===== src/rtl/fetch_prefetch_queue.sv =====
// Instruction fetch stage: single-outstanding sequential fetch into a PC-tagged prefetch FIFO.
// Optional macro PREFETCH_BYPASS_EN forwards a response straight to decode when the queue is empty.
module fetch_prefetch_queue #(
  parameter int unsigned DEPTH    = 4,
  parameter logic [31:0] RESET_PC = 32'h0000_0000
) (
  input  logic        CLK,
  input  logic        RST,
  input  logic        RedirectE,
  input  logic [31:0] PCTargetE,
  input  logic        InstrReadyD,
  output logic        InstrValidF,
  output logic [31:0] InstrF,
  output logic [31:0] PCF,
  output logic [31:0] PCPlus4F,
  output logic        IMemReq,
  output logic [31:0] IMemAddr,
  input  logic        IMemGnt,
  input  logic        IMemRValid,
  input  logic [31:0] IMemRData
);
  localparam int unsigned AW      = $clog2(DEPTH);
  localparam logic [31:0] NOP     = 32'h0000_0013;
  localparam logic [AW:0] PTR_ONE = {{AW{1'b0}}, 1'b1};

  typedef enum logic [2:0] {IDLE, REQ, WAIT, DROP_REQ, DROP} state_e;

  state_e      state_q, state_d;
  logic [31:0] fetch_pc_q, fetch_pc_d;
  logic [31:0] issue_pc_q, issue_pc_d;
  logic [AW:0] wr_ptr_q, wr_ptr_d;
  logic [AW:0] rd_ptr_q, rd_ptr_d;
  logic [31:0] instr_mem_q [DEPTH];
  logic [31:0] pc_mem_q    [DEPTH];

  logic [31:0] target;
  logic        empty, full, rsp_ok, bypass, push, pop;

  assign target = PCTargetE & ~32'h0000_0003;
  assign empty  = (wr_ptr_q == rd_ptr_q);
  assign full   = (wr_ptr_q[AW] != rd_ptr_q[AW]) && (wr_ptr_q[AW-1:0] == rd_ptr_q[AW-1:0]);
  assign rsp_ok = (state_q == WAIT) && IMemRValid && !RedirectE;

`ifdef PREFETCH_BYPASS_EN
  assign bypass = empty && rsp_ok;
`else
  assign bypass = 1'b0;
`endif

  // A bypassed word that decode takes this cycle never occupies a queue slot.
  assign push        = rsp_ok && !(bypass && InstrReadyD);
  assign pop         = !empty && InstrReadyD && !RedirectE;
  assign InstrValidF = !empty || bypass;
  assign IMemReq     = (state_q == REQ) || (state_q == DROP_REQ);
  assign IMemAddr    = issue_pc_q;
  assign PCPlus4F    = PCF + 32'd4;

  always_comb begin
    InstrF = NOP;
    PCF    = 32'h0000_0000;
    if (bypass) begin
      InstrF = IMemRData;
      PCF    = issue_pc_q;
    end else if (!empty) begin
      InstrF = instr_mem_q[rd_ptr_q[AW-1:0]];
      PCF    = pc_mem_q[rd_ptr_q[AW-1:0]];
    end
  end

  // Fetch FSM: only IDLE issues, so an empty IDLE slot check reserves room for the response.
  always_comb begin
    state_d    = state_q;
    fetch_pc_d = fetch_pc_q;
    issue_pc_d = issue_pc_q;
    unique case (state_q)
      IDLE: begin
        if (RedirectE) begin
          state_d    = REQ;
          issue_pc_d = target;
        end else if (!full) begin
          state_d    = REQ;
          issue_pc_d = fetch_pc_q;
        end
      end
      REQ: begin
        if (RedirectE) begin
          state_d = IMemGnt ? DROP : DROP_REQ;
        end else if (IMemGnt) begin
          state_d    = WAIT;
          fetch_pc_d = fetch_pc_q + 32'd4;
        end
      end
      WAIT: begin
        if (RedirectE) state_d = IMemRValid ? IDLE : DROP;
        else if (IMemRValid) state_d = IDLE;
      end
      DROP_REQ: if (IMemGnt) state_d = DROP;
      DROP:     if (IMemRValid) state_d = IDLE;
      default:  state_d = IDLE;
    endcase
    if (RedirectE) fetch_pc_d = target;
  end

  always_comb begin
    wr_ptr_d = wr_ptr_q;
    rd_ptr_d = rd_ptr_q;
    if (RedirectE) begin
      wr_ptr_d = '0;
      rd_ptr_d = '0;
    end else begin
      if (push) wr_ptr_d = wr_ptr_q + PTR_ONE;
      if (pop)  rd_ptr_d = rd_ptr_q + PTR_ONE;
    end
  end

  always_ff @(posedge CLK or negedge RST) begin
    if (!RST) begin
      state_q    <= IDLE;
      fetch_pc_q <= RESET_PC;
      issue_pc_q <= RESET_PC;
      wr_ptr_q   <= '0;
      rd_ptr_q   <= '0;
    end else begin
      state_q    <= state_d;
      fetch_pc_q <= fetch_pc_d;
      issue_pc_q <= issue_pc_d;
      wr_ptr_q   <= wr_ptr_d;
      rd_ptr_q   <= rd_ptr_d;
    end
  end

  always_ff @(posedge CLK) begin
    if (push) begin
      instr_mem_q[wr_ptr_q[AW-1:0]] <= IMemRData;
      pc_mem_q[wr_ptr_q[AW-1:0]]    <= issue_pc_q;
    end
  end

endmodule

===== config.mk =====
export PLATFORM = sky130hd
export DESIGN_NAME = fetch_prefetch_queue
export DESIGN_NICKNAME = d
export VERILOG_FILES = /design/src/rtl/fetch_prefetch_queue.sv
export SDC_FILE = /design/constraint.sdc
export NUM_CORES = 1
export LEC_CHECK = 0
export CORE_MARGIN = 2
export CORE_UTILIZATION = 55
export DETAILED_ROUTE_END_ITERATION = 10
export DONT_BUFFER_PORTS = 1
export GPL_TIMING_DRIVEN = 0
export PLACE_DENSITY = 0.79
export SLEW_MARGIN = 0
export SYNTH_ARGS = -nofsm -noshare
export SYNTH_HDL_FRONTEND = slang
export SYNTH_SLANG_ARGS = --single-unit

===== constraint.sdc =====
create_clock -name CLK -period 9.25 [get_ports CLK]
set_input_delay 1.3875 -clock CLK [delete_from_list [all_inputs] [get_ports CLK]]
set_output_delay 1.3875 -clock CLK [all_outputs]
set_load 0.01 [all_outputs]

# == After elaboration in Yosys (flattened, before gate mapping) ==
# Memories as Yosys holds them, arrays and structs flattened.
# Index checks and enable logic that the tools add are counted.
# totals
mem_bits_rw,256
in_bits,70
mem_count,2
regBits,73
# mem_list
memory,depth,word_bits,read_ports,rd_clocked_by_memory_dff,wr,line,rtl
instr_mem_q,4,32,1,0,1,33,logic [31:0] instr_mem_q [DEPTH];
pc_mem_q,4,32,1,0,1,34,logic [31:0] pc_mem_q [DEPTH];
# classes
add_sub_neg,4
muxes,23
reduce_logical,16
eq_ne,11
# op_table
operator,count
2-to-1 mux 32 bit,7
"adder 32 x 3 -> 32 bit, second input constant",2
2-to-1 mux 3 bit,13
one-hot mux 3 bit (5 select lines),1
nonzero test 2 bit,4
"adder 3 x 1 -> 3 bit, second input constant",2
"== test 3 x 2 -> 1 bit, second input constant",2
"!= test 3 bit, second input constant",2
logical AND 1 bit,5
"!= test 2 bit, second input constant",2
AND reduction 2 bit,2
"== test 3 x 1 -> 1 bit, second input constant",1
== test 3 bit,1
"== test 3 bit, second input constant",1
logical NOT 3 bit,1
AND reduction 3 bit,1
== test 2 bit,1
logical NOT 1 bit,2
2-to-1 mux 1 bit,2
logical OR 1 bit,1
!= test 1 bit,1

# == Logic depth before layout (Yosys ltp) ==
# depth
word_depth,6
mapped_depth,14
depth_no_buf,11

# == Least setup slack after synthesis ==
# Ideal clock, no wire load.
# synth_path
path_type,register -> output
start,register rd_ptr_q[0]
end,output PCPlus4F[30]
path_slack_ps,4729
t_required_ps,7863
arrival_ps,3134
n_path_buf,3
path_stages_with_launch,15
cell_sequence,dfrtp_1 > buf_6 > xor2_4 > nor3_1 > inv_1 > clkbuf_1 > clkbuf_1 > nand2_1 > inv_1 > ha_1 > and4_1 > nand4_1 > nor3_1 > nand4_1 > xnor2_1
# synth_via
elab_chain_cells,3
elab_cells_between_ends,4
# synth_rtl
item,line,rtl
start: declaration,32,"logic [AW:0] rd_ptr_q, rd_ptr_d;"
start signal: assignment,128,rd_ptr_q <= rd_ptr_d;
memory (4 x 32 bit) or == test 3 bit (tied branches),-,
2-to-1 mux 32 bit (*),64,end else if (!empty) begin
via PCF[2],14,"output logic [31:0] PCF,"
adder 32 x 3 -> 32 bit (*),56,assign PCPlus4F = PCF + 32'd4;
end: declaration,15,"output logic [31:0] PCPlus4F,"
# The timed path passes the listed nets; every way through them passes the cells marked *.

# == Final worst setup path ==
# layout_path
start,register wr_ptr_q[1]
end,output PCPlus4F[30]
# layout_via
elab_chain_cells,3
# layout_rtl
item,line,rtl
start: declaration,31,"logic [AW:0] wr_ptr_q, wr_ptr_d;"
start signal: assignment,127,wr_ptr_q <= wr_ptr_d;
== test 3 bit,40,assign empty = (wr_ptr_q == rd_ptr_q);
2-to-1 mux 32 bit,64,
via PCF[2],14,
adder 32 x 3 -> 32 bit,56,
# The timed path passes the listed nets, and every way through them passes these cells.

==> PnR_summary.wiki <==
{| class="wikitable"
! Metric !! Value
|-
| Status || completed
|-
| Arrival time worst endpoint || roughly 5500 ps
|-
| Yosys Warn Count || 0
|-
| Leak || between 5 and 6 nW
|-
| Worst voltage drop across the vdd grid || ~0.22 mV
|-
| Power Density || around 250 nW/um^2
|-
| Row Count || between 50 and 60
|-
| Delay of the slowest cell on the worst path || between 500 and 600 ps
|-
| Post-Syn Area || between 10000 and 15000 um^2
|-
| Fill cells || 1728
|-
| Top cells by area in the synthesized netlist || sky130_fd_sc_hd__edfxtp_1 55%, sky130_fd_sc_hd__dfrtp_1 13%, sky130_fd_sc_hd__mux4_2 10%, sky130_fd_sc_hd__and2_1 2.7%, sky130_fd_sc_hd__nand2_1 2.3%
|-
| Top Family by Delay on Critical Path || simple AND/OR/NAND/NOR gates
|-
| Final cycle utilization of the critical path || ~75%
|-
| Via count normalized by instance count || between 6 and 7
|-
| Detail-routed net length per standard cell || 24.2 um
|-
| Number of synthesized flops with an enable pin || 252
|-
| Commonest cells post-synth || 252 x sky130_fd_sc_hd__edfxtp_1, 84 x sky130_fd_sc_hd__nand2_1, 70 x sky130_fd_sc_hd__dfrtp_1
|-
| Max H-tree Level || 1
|-
| Non-filler instance count after layout || ~1300
|-
| Total routing usage reported by global routing || 23.6%
|-
| Clock buffers created by TritonCTS || 31
|-
| Worst-path fanout max || 10
|-
| Critical Path End Type || output port
|-
| Remaining max-slew budget at the tightest pin || ~37%
|-
| Synthesized net count || 960
|-
| Antenna Diode Count || 0
|-
| RR Startpoint || rd_ptr_q[0]
|-
| Switching Share || 29.3%
|-
| Fraction of layout instances using a drive strength above 1 || ~15%
|-
| Number of placed I/O pins || 200
|-
| Die width || between 150 and 200 um
|-
| Largest net degree at the start of global routing || 71
|-
| Core area || around 24000 um^2
|-
| Final weighted congestion in routability-driven placement || approximately 0.9
|-
| Number of library cell types mapped by synthesis || between 40 and 50
|-
| Switching power of the nets || 1.13 mW
|-
| Setup repair after global routing missed its margin || no
|-
| Post-CTS Resized || 0
|-
| Ys async rst share || 21.7%
|-
| Clk sinks || 322
|-
| Overall via count from detail_route || approximately 7600
|-
| Number of remaining DRC errors || 0
|-
| Total Die Area || between 20000 and 30000 um^2
|-
| Total area of sequential cells || about 9300 um^2
|-
| Worst hold-check path type || in -> async
|-
| Startpoint type of the worst setup path || flip-flop
|-
| Internal power of the cells || about 2.7 mW
|-
| Number of nets at the end of the flow || around 1000
|-
| Share of power burned in registers || between 50% and 60%
|-
| Initial core utilization || a little under three fifths
|-
| Worst Skew || 11.4 ps
|-
| Number of max-cap violations || 0
|-
| CTS tree || built
|-
| Combinational share of power || around 16%
|-
| Final max-slew violation count || 0
|-
| Total length of routed wires || a little over 30 mm
|-
| Number of search-and-repair iterations in the first detailed-routing pass || 5
|-
| Estimated wirelength of the detail-placed design || 20.7 mm
|-
| Class of the most critical setup path || reg -> out
|-
| Pin slew with the least headroom to its limit || roughly 940 ps
|-
| Placed Instances || ~1200
|-
| Register-to-register setup slack || about 6300 ps
|-
| Register-to-Register Path Depth || 8
|-
| Most used standard cell by instance count after synthesis || sky130_fd_sc_hd__edfxtp_1
|-
| Global-route wire length before repair || approximately 47 mm
|-
| Setup TNS || 0 ps
|-
| Gate count of the mapped netlist || between 800 and 900
|-
| Worst reg2reg endpoint || rd_ptr_q[0]
|-
| Area fraction of the dominant cell type after synthesis || between 50% and 60%
|-
| Antenna violations before repair || 0
|-
| Setup Viol. Count Final || 0
|-
| Longest Clk Path Bufs || 3
|-
| Bufs and invs on worst path || 4
|-
| Layout-stage area growth over the synthesis result || 11.3%
|-
| Die Y-Extent || approximately 160 um
|-
| Sequential element share of the synthesized area || 67.7%
|-
| CTS hold repair buffers || 0
|-
| Critical-path cell list || xor2_2 -> nor3_1 -> inv_1 -> clkbuf_1 -> clkbuf_1 -> nand2_1 -> inv_1 -> ha_1 -> and4_1 -> nand4_1 -> nor3_1 -> nand4_1 -> xnor2_1
|-
| Worst-Skew Late Latency || roughly 550 ps
|-
| Residual antenna-violating net count after detailed routing || 0
|-
| Buffer cell driving the clock tree root || sky130_fd_sc_hd__clkbuf_16
|-
| Number of synthesized register bits || around 320
|-
| Average instance area after synthesis || roughly 16 um^2
|-
| Max Clk Rate || 145 MHz
|-
| Vias in the first global route || 7789
|-
| Share of power burned in the clock network || 33.5%
|-
| Hold Fails Final Rpt || 0
|-
| Buffers on Ports || 0
|-
| Clock edge transition at the registers on the reported setup and hold paths || 70 ps
|-
| Master of the slowest instance on the critical path || sky130_fd_sc_hd__nor3_1
|-
| Post-CTS Repair Setup Buffers || 0
|-
| Final critical-path required period || approximately 6900 ps
|-
| Most used DFF post-synth || sky130_fd_sc_hd__edfxtp_1
|-
| Required time worst endpoint || ~7900 ps
|-
| GRT overflow || 0
|-
| Cell type with the highest aggregate area in the netlist || sky130_fd_sc_hd__edfxtp_1
|-
| Area occupied by multi-input gates || roughly 4200 um^2
|-
| Detailed Route Iter0 Violations || roughly 660
|}
==> placed cells by master, fill, tap and decap left out, types with 4 or more instances in the layout <==
cell type                    netlist  final
sky130_fd_sc_hd__a21boi_0          4      4
sky130_fd_sc_hd__a21o_1            4      4
sky130_fd_sc_hd__a21oi_1           4      4
sky130_fd_sc_hd__and2_1           59     55
sky130_fd_sc_hd__and2_4            0      4
sky130_fd_sc_hd__and3_1           13     13
sky130_fd_sc_hd__buf_2             6      6
sky130_fd_sc_hd__buf_4             6      6
sky130_fd_sc_hd__bufinv_16         0      5
sky130_fd_sc_hd__clkbuf_1         30     31
sky130_fd_sc_hd__clkbuf_16         0     31
sky130_fd_sc_hd__clkinv_1          0      8
sky130_fd_sc_hd__clkinvlp_4        0      5
sky130_fd_sc_hd__dfrtp_1          70     70
sky130_fd_sc_hd__edfxtp_1        252    252
sky130_fd_sc_hd__ha_1              7      7
sky130_fd_sc_hd__inv_1            13     13
sky130_fd_sc_hd__mux2i_1          27     27
sky130_fd_sc_hd__mux4_2           63     63
sky130_fd_sc_hd__nand2_1          84     84
sky130_fd_sc_hd__nand2b_1          4      4
sky130_fd_sc_hd__nand3_1          27     27
sky130_fd_sc_hd__nand4_1          16     16
sky130_fd_sc_hd__nor2_1           27     27
sky130_fd_sc_hd__nor3_1           13     13
sky130_fd_sc_hd__o21a_1            5      5
sky130_fd_sc_hd__o21ai_0          59     59
sky130_fd_sc_hd__o31a_1            4      4
sky130_fd_sc_hd__xnor2_1          31     31
sky130_fd_sc_hd__xor2_1           27     27
==> worst reg2reg max path, cell delays in order (launching register included) <==
cell and delay [ps]:
sky130_fd_sc_hd__dfrtp_1 420, sky130_fd_sc_hd__buf_6 190, sky130_fd_sc_hd__xor2_4 250, sky130_fd_sc_hd__nor3_1 800, sky130_fd_sc_hd__inv_1 340, sky130_fd_sc_hd__clkbuf_1 390
sky130_fd_sc_hd__nand2_1 210, sky130_fd_sc_hd__xor2_1 210, sky130_fd_sc_hd__nor2_1 60
==> metrics by stage <==
stage                     power (mW)  hold slack, ps  setup WS, ps  utilization [%]  area [um^2]
after floorplan                 2.35             545          4730                -        13800
after global placement          2.56             562          2970             57.9        14200
after detailed placement        2.58             580          2900             58.3        14300
after CTS                       3.87             511          2300             62.6        15300
after global routing            3.99             504          2050             62.6        15300
final                           3.84             535          2340             62.6        15300
==> kinds of logic after synthesis <==
kind of cell,count (synthesis),synth area share (%)
flip-flops,322,67.7
AO/OA/AOI/OAI,85,3.60
adder cells (fa/ha/maj),7,0.636
multiplexers,90,12.3
XOR/XNOR,61,4.13
buffers and inverters,59,1.94
AND/OR/NAND/NOR,259,9.73
==> layer usage <==
metal | share of wire, % | track usage (%)
met4 | 3.1 | 7.60
met5 | 0 | 0
met3 | 6.6 | 5.16
met2 | 50 | 39.3
met1 | 40 | 31.3
==> flip-flops by register name, indices dropped and copies added (netlist names) <==
register	flops
fetch_pc_q	30
pc_mem_q	124
state_q	3
rd_ptr_q	3
instr_mem_q	128
wr_ptr_q	3
IMemAddr	31
==> worst max-delay path by stage <==
stage / startpoint / endpoint / cells past startpoint
4_1_cts: wr_ptr_q[1] / PCPlus4F[30] / 13
3_3_place_gp: wr_ptr_q[1] / PCPlus4F[30] / 13
3_5_place_dp: wr_ptr_q[1] / PCPlus4F[30] / 13
6_report: wr_ptr_q[1] / PCPlus4F[30] / 13
2_1_floorplan: rd_ptr_q[0] / PCPlus4F[30] / 14
5_1_grt: wr_ptr_q[1] / PCPlus4F[30] / 13
==> power groups by stage <==
stage | Clock (mW) | Sequential, mW | Combinational (mW)
detailed placement | 0 | 1.97 | 0.614
floorplan | 0 | 1.88 | 0.472
global route | 1.36 | 1.96 | 0.678
CTS | 1.31 | 1.94 | 0.619
global placement | 0 | 1.96 | 0.601
finish | 1.29 | 1.94 | 0.614
==> cell type report <==
type	instances	area share, %
tap	324	2.65
clock inverter	25	1.75
multi-input combinational	502	27.4
buffer	46	1.42
sequential	322	60.8
timing repair buffer	4	0.572
clock buffer	32	5.09
inverter	13	0.319
Power figures use the tool's default switching activity.
